### config.mk
export PLATFORM = sky130hd
export DESIGN_NAME = dram_iaram_streamer
export DESIGN_NICKNAME = d
export VERILOG_FILES = /design/src/rtl/dram_iaram_streamer.sv
export SDC_FILE = /design/constraint.sdc
export NUM_CORES = 1
export LEC_CHECK = 0
export BUFFER_PORTS_ARGS = -buffer_cell sky130_fd_sc_hd__buf_2
export CORE_UTILIZATION = 50
export CTS_CLUSTER_SIZE = 40
export DETAILED_ROUTE_END_ITERATION = 6
export GPL_ROUTABILITY_DRIVEN = 0
export HOLD_SLACK_MARGIN = 0.15
export PLACE_DENSITY_LB_ADDON = 0.3
export SLEW_MARGIN = 5
export SYNTH_ARGS = -nofsm -noshare
export SYNTH_HDL_FRONTEND = slang
export SYNTH_SLANG_ARGS = --single-unit
### constraint.sdc
create_clock -name clk -period 3.08 [get_ports clk]
set_clock_uncertainty 0.2 [all_clocks]
set_input_delay 0.616 -clock clk [delete_from_list [all_inputs] [get_ports clk]]
set_output_delay 0.616 -clock clk [all_outputs]
set_load 0.01 [all_outputs]
### src/rtl/dram_iaram_streamer.sv
// rtl/dram_iaram_streamer.sv - sparse IARAM load transmitter
// Streams compressed (value, index) entries from staging SRAM as per-channel lane packets.
module dram_iaram_streamer #(
  parameter int NUM_LANES = 4,
  parameter int DATA_W    = 16,
  parameter int IDX_W     = 4,
  parameter int NUM_CH    = 8,
  parameter int MAX_CNT   = 64,
  parameter int CNT_W     = $clog2(MAX_CNT) + 1,
  parameter int ADDR_W    = 12
) (
  input  logic                          clk,
  input  logic                          rst,
  input  logic                          start,
  input  logic [ADDR_W-1:0]             cfg_base_addr,
  input  logic [$clog2(NUM_CH):0]       cfg_num_ch,
  input  logic [NUM_CH*CNT_W-1:0]       cfg_ch_count,
  input  logic                          busy,
  output logic                          mem_rd_en,
  output logic [ADDR_W-1:0]             mem_rd_addr,
  input  logic [DATA_W+IDX_W-1:0]       mem_rd_data,
  output logic [NUM_LANES-1:0]          out_valid,
  output logic [NUM_LANES*DATA_W-1:0]   out_data,
  output logic [NUM_LANES*IDX_W-1:0]    out_indices,
  output logic [$clog2(NUM_CH)-1:0]     out_channel,
  output logic                          out_dense,
  output logic                          active,
  output logic                          done
);

  localparam int CH_W   = $clog2(NUM_CH);
  localparam int NCH_W  = CH_W + 1;
  localparam int LANE_W = $clog2(NUM_LANES);

  typedef enum logic [2:0] {
    S_IDLE,
    S_FILL,
    S_WAITD,
    S_SEND,
    S_NEXTCH,
    S_FIN
  } state_t;

  state_t                       state;
  logic [NCH_W-1:0]             num_ch_q;
  logic [NUM_CH*CNT_W-1:0]      counts_q;
  logic [NCH_W-1:0]             ch;
  logic [ADDR_W-1:0]            addr;
  logic [CNT_W-1:0]             remaining;
  logic [LANE_W:0]              issued;
  logic                         cap_en;
  logic [LANE_W-1:0]            cap_slot;
  logic [NUM_LANES*DATA_W-1:0]  lane_data;
  logic [NUM_LANES*IDX_W-1:0]   lane_idx;
  logic [NUM_LANES-1:0]         mask;
  logic                         done_q;
  logic [NCH_W-1:0]             next_ch;

  function automatic logic [CNT_W-1:0] clamp_count(input logic [CNT_W-1:0] c);
    return (c > CNT_W'(MAX_CNT)) ? CNT_W'(MAX_CNT) : c;
  endfunction

  // Channels past the configured table read as empty so the skip path terminates cleanly.
  function automatic logic [CNT_W-1:0] count_of(input logic [NUM_CH*CNT_W-1:0] counts,
                                                input logic [NCH_W-1:0] c);
    if (c < NCH_W'(NUM_CH))
      return clamp_count(counts[int'(c)*CNT_W +: CNT_W]);
    return '0;
  endfunction

  assign next_ch = ch + NCH_W'(1);

  always_ff @(posedge clk) begin
    if (rst) begin
      state     <= S_IDLE;
      num_ch_q  <= '0;
      counts_q  <= '0;
      ch        <= '0;
      addr      <= '0;
      remaining <= '0;
      issued    <= '0;
      cap_en    <= 1'b0;
      cap_slot  <= '0;
      lane_data <= '0;
      lane_idx  <= '0;
      mask      <= '0;
      done_q    <= 1'b0;
    end else begin
      done_q <= 1'b0;
      cap_en <= 1'b0;
      // Read data lands one cycle after its strobe, into the slot recorded at issue time.
      if (cap_en) begin
        lane_data[int'(cap_slot)*DATA_W +: DATA_W] <= mem_rd_data[DATA_W-1:0];
        lane_idx[int'(cap_slot)*IDX_W +: IDX_W]    <= mem_rd_data[DATA_W +: IDX_W];
        mask[cap_slot]                             <= 1'b1;
      end
      case (state)
        S_IDLE: begin
          if (start) begin
            num_ch_q  <= cfg_num_ch;
            counts_q  <= cfg_ch_count;
            ch        <= '0;
            addr      <= cfg_base_addr;
            remaining <= clamp_count(cfg_ch_count[CNT_W-1:0]);
            state     <= (cfg_num_ch != '0) ? S_NEXTCH : S_FIN;
          end
        end
        S_NEXTCH: begin
          if (ch == num_ch_q) begin
            state <= S_FIN;
          end else if (remaining == '0) begin
            ch        <= next_ch;
            remaining <= count_of(counts_q, next_ch);
          end else begin
            issued <= '0;
            state  <= S_FILL;
          end
        end
        S_FILL: begin
          addr      <= addr + ADDR_W'(1);
          remaining <= remaining - CNT_W'(1);
          issued    <= issued + (LANE_W+1)'(1);
          cap_en    <= 1'b1;
          cap_slot  <= issued[LANE_W-1:0];
          if (issued == (LANE_W+1)'(NUM_LANES-1) || remaining == CNT_W'(1))
            state <= S_WAITD;
        end
        S_WAITD: state <= S_SEND;
        S_SEND: begin
          if (!busy) begin
            mask      <= '0;
            lane_data <= '0;
            lane_idx  <= '0;
            issued    <= '0;
            if (remaining != '0) begin
              state <= S_FILL;
            end else begin
              ch        <= next_ch;
              remaining <= count_of(counts_q, next_ch);
              state     <= S_NEXTCH;
            end
          end
        end
        S_FIN: begin
          done_q <= 1'b1;
          state  <= S_IDLE;
        end
        default: state <= S_IDLE;
      endcase
    end
  end

  assign mem_rd_en   = (state == S_FILL);
  assign mem_rd_addr = mem_rd_en ? addr : '0;
  assign out_valid   = (state == S_SEND && !busy) ? mask : '0;
  assign out_data    = (state == S_SEND) ? lane_data : '0;
  assign out_indices = (state == S_SEND) ? lane_idx : '0;
  assign out_channel = (state == S_SEND) ? ch[CH_W-1:0] : '0;
  assign out_dense   = 1'b0;
  assign active      = (state != S_IDLE) && (state != S_FIN);
  assign done        = done_q;

endmodule

-- After elaboration in Yosys (flattened, before gate mapping)
Index checks and enable logic that the tools add are counted.
- add/sub/neg operators: 6
- multipliers: 1
- order comparisons: 5
- equal/unequal tests: 17
- shift operators: 5
- multiplexer cells: 60
- bitwise operators: 1
- reduce and logical (&&, ||, !) cells: 20
- operators with widths (cell ; number):
    $mux 64 ; 4
    $mux 7 ; 10
    $bwmux 64 ; 1
    $mux 16 ; 4
    $shift 16x33->64 const A ; 1
    $shiftx 16x33->64 ; 1
    $shiftx 56x8->7 ; 1
    $mux 4 ; 9
    $neg 4->33 ; 1
    $neg 6->33 ; 1
    $shift 4x33->16 const A ; 1
    $shiftx 4x33->16 ; 1
    $mux 3 ; 10
    $pmux 7 s4 ; 1
    $mux 12 ; 2
    $pmux 12 s2 ; 1
    $bwmux 16 ; 1
    $pmux 3 s5 ; 1
    $gt 7x7->1 const B ; 2
    $mux 1 ; 13
    $add 12x1->12 const B ; 1
    $ne 2x2->1 const B ; 6
    $pmux 4 s3 ; 1
    $reduce_and 6->1 ; 2
    28 further kinds ; 39
- bits in registers: 177
- input bits: 96
- word-level logic and storage cells: 128

-- Logic depth before layout (Yosys ltp)
- word-level depth: 11
- gate-level depth with buffers: 11
- mapped depth without buffers: 8

-- Worst setup path before layout
Ideal clock, no wire load.
- path kind: register -> register
- from: register ch[0]
- to: register remaining[0]
- arrival: 1.967 ns
- data required time: 2.747 ns
- path slack: 0.780 ns
- cell stages (with the launch flop): 7
- clock period less this slack: 2.300 ns
- path through: dfxtp_1 ha_1 buf_2 mux4_2 a22o_1 a222oi_1 a211oi_1
- cells in the longest elaborated chain, start to end: 11
- RTL lines (item ; line ; text):
    start, declared ; 47 ; logic [NCH_W-1:0] ch;
    start signal, assigned ; 112 ; ch <= next_ch;
    start signal, assigned ; 138 ; ch <= next_ch;
    parallel branches: the longest is 11 deep, another holds $mul 4x3->7 ; n/a ;
    end signal, assigned ; 104 ; remaining <= clamp_count(cfg_ch_count[CNT_W-1:0]);
    end signal, assigned ; 113 ; remaining <= count_of(counts_q, next_ch);
    end signal, assigned ; 139 ; remaining <= count_of(counts_q, next_ch);
    end, declared ; 49 ; logic [CNT_W-1:0] remaining;
Several ways; the timed one is not identified. The select of a mux whose other input is x is not followed.
A chain may end at the register's enable or synchronous reset.

-- Worst setup path after layout
- from: register state[2]
- to: output active
- cells in the longest elaborated chain, start to end: 2
- RTL lines (item ; line ; text):
    start, declared ; 44 ; state_t state;
    start signal, assigned ; 105 ; state <= (cfg_num_ch != '0) ? S_NEXTCH : S_FIN;
    $ne 3x3->1 / $reduce_bool 3->1 (equally long branches) ; 160 ; assign active = (state != S_IDLE) && (state != S_FIN);
    $logic_and 1x1->1 * ; 160 ;
    end, declared ; 27 ; output logic active,
Mark *: on every way between the ends. The rest lies on a longest branch, timed or not.

==> flow_metrics.tcl <==
set metrics [dict create \
    worstPathArrival_ps 2010 \
    drtAntennaViolNets 0 \
    via_count 7639 \
    core_area_um2 15800 \
    ys_warn_count 0 \
    synth.distinct_cells 64 \
    synth_top_cell_by_area "dfxtp_1" \
    avgViaCountPerCell 5.68 \
    max-clock-path-buffers 2 \
    status "completed" \
    crit_required_ps 2260 \
    postCtsSetupRepairBufs 0 \
    fin_nets 1231 \
    grt_overflow_total 0 \
    p_leak_nw 4.47 \
    synthTopCellsByArea "dfxtp_1 44%, a22oi_1 7.6%, nand2_1 6.7%, and3_1 6.6%, nor2_1 5.7%" \
    final-max-slew-violation-count 0 \
    cts.sinks 177 \
    wl_per_cell_um 16.1 \
    postLayoutCoreUtil_pct 62.2 \
    maxSlewHeadroom_pct 55.4 \
    syn-mean-instance-area_um2 8.37 \
    grt_pass1_wl_um 34200 \
    drt_drc_violations_left 0 \
    drive_gt1_share_pct 25.2 \
    grt_pass1_vias 6807 \
    period_minus_slack_ps 2830 \
    dieHeight_um 129 \
    portBuffers 197 \
    finalHoldViolCount 0 \
    rsz0062_at_grt "false" \
    cts_buffers 17 \
    instances_no_fill 1345 \
    synth_top_area_share_pct 43.8 \
    synth_edf_count 0 \
    clkLatencyLatePin_ps 430 \
    initial_utilization_pct 51.1 \
    filler_cell_count 1414 \
    grt_max_degree 73 \
    multiInputGateArea_um2 4160 \
    critPathKind "flip-flop to output port" \
    irDropWorstVdd_uv 437 \
    antenna_found_initial 0 \
    p_total_mw 7.09 \
    htree_num_levels 4 \
    regArea_um2 3550 \
    hold_class "input pin to flip-flop" \
    synthArstFlopShare_pct 0 \
    die_area_um2 16700 \
    drv_cap 0 \
    worstMarginPinSlew_ps 669 \
    track_usage_pct 26.0 \
    cts_tree "done" \
    synth_cells 967 \
    fin_crit_sh_pct 91.7 \
    postRouteWirelength_um 21600 \
    drt_iter0_markers 677 \
    first_pass_iters 5 \
    syn_nets 1078 \
    clockRootBuffer "clkbuf_16" \
    dpl_worst_slack_ps 602 \
    cp-end-kind "output port" \
    finalSetupViolCount 0 \
    ios 199 \
    diodes 0 \
    fin_area_um2 9850 \
    ys_seq_area_share_pct 43.8 \
    worst_slack_ps 254 \
    synthFlopType "dfxtp_1" \
    start_kind "flip-flop" \
    setup_tns_ps 0 \
    place_inst 1317 \
    critPathMaxFanout 50 \
    post_dp_cell_area_um2 9230 \
    ys_ff_latch 177 \
    hold-worst-slack_ps 218 \
    num_rows 46 \
    die_w_um 129 \
    place_hpwl_um 14800 \
    cellPowerDensity_nw_per_um2 720 \
    clk_pin_slew_worst_paths_ps 60 \
    netlist_area_um2 8100 \
    fmax_mhz 354 \
    areaGrowthSynthToFinish_pct 21.6 \
]
-- cells in the final DEF (no fill, tap or decap), types with 6 or more instances in the layout --
| cell | n |
|---|---|
| a22oi_1 | 82 |
| a21oi_1 | 88 |
| inv_1 | 8 |
| ha_1 | 15 |
| nand2_1 | 144 |
| a222oi_1 | 8 |
| a211oi_1 | 6 |
| and2_1 | 16 |
| buf_4 | 20 |
| buf_2 | 197 |
| nand3_1 | 13 |
| o21ai_0 | 13 |
| nor3_1 | 9 |
| nor2_1 | 123 |
| mux4_2 | 12 |
| dfxtp_1 | 175 |
| clkbuf_16 | 17 |
| xor2_1 | 6 |
| and3_1 | 86 |
-- critical path, stage by stage (launching register included) --
cell and delay [ps]:
dfxtp_1 650, nor2b_4 90, buf_4 270, or3_1 420, buf_2 160
-- power breakdown --
group	switching, mW	total, mW	internal, mW	leakage [nW]
Combinational	1.22	1.99	0.769	2.73
Clock	0.877	2.29	1.41	0.301
Sequential	0.248	2.82	2.57	1.44
Total	2.34	7.09	4.75	4.47
-- cells in the mapped netlist, types with 6 or more instances --
master / number
nor2_1: 123
inv_1: 8
a222oi_1: 8
dfxtp_1: 177
nor3_1: 9
clkbuf_1: 64
nand2_1: 144
and2_1: 16
ha_1: 15
a22oi_1: 82
xor2_1: 6
buf_2: 12
and3_1: 86
mux4_2: 12
nand3_1: 13
a21oi_1: 88
o21ai_0: 13
a211oi_1: 6
-- worst paths after layout --
kind                                                  end  cells after the start                 startpoint  slack (ps)
worst min register to register  counts_q[55]$_SDFFE_PP0P_                      2  counts_q[55]$_SDFFE_PP0P_         260
worst min-delay path            counts_q[33]$_SDFFE_PP0P_                      3           cfg_ch_count[33]         220
worst max-delay path                               active                      4      state[2]$_SDFFE_PP0P_         250
worst max register to register  remaining[4]$_SDFFE_PP0P_                      6         ch[1]$_SDFFE_PP0P_         600
-- logic make-up (layout without fill, tap and decap cells) --
group,after synthesis,in the layout,share of synthesized area (%)
compound gates,229,229,18.7
simple gates,423,423,24.7
mux,16,16,3.86
xor+xnor,9,9,1.30
buf+inv,97,259,5.33
flops,177,177,43.8
fa+ha+maj,15,15,2.32
other cells,1,1,0.0463
-- registers in the layout, indices dropped and copies added (netlist names), 3 cells and up --
register   flops
state          3
counts_q      56
addr          12
num_ch_q       4
remaining      7
issued         3
ch             4
lane_data     64
lane_idx      16
mask           4
-- final cells by class --
class | count | share of cell area (%)
multi-input combinational | 693 | 42.2
sequential | 177 | 36.0
timing repair buffer | 221 | 12.4
clock buffer | 20 | 4.74
tap | 216 | 2.74
clock inverter | 8 | 1.56
inverter | 10 | 0.381
-- timing repair --
item                                   in CTS  in global routing
endpoints found under the hold margin       0                  0
resized for setup                           0                  1
setup endpoints to repair                   0                  1
hold buffers                                0                  0
-- routing by layer --
layer	GRT usage [%]	part of all wire (%)	vias up
li1	-	-	3707
met1	35.3	45	3593
met2	40.9	47	296
met3	4.58	6.1	43
met4	10.4	2.3	0
met5	0	0	-
(Power assumes the default switching activity.)
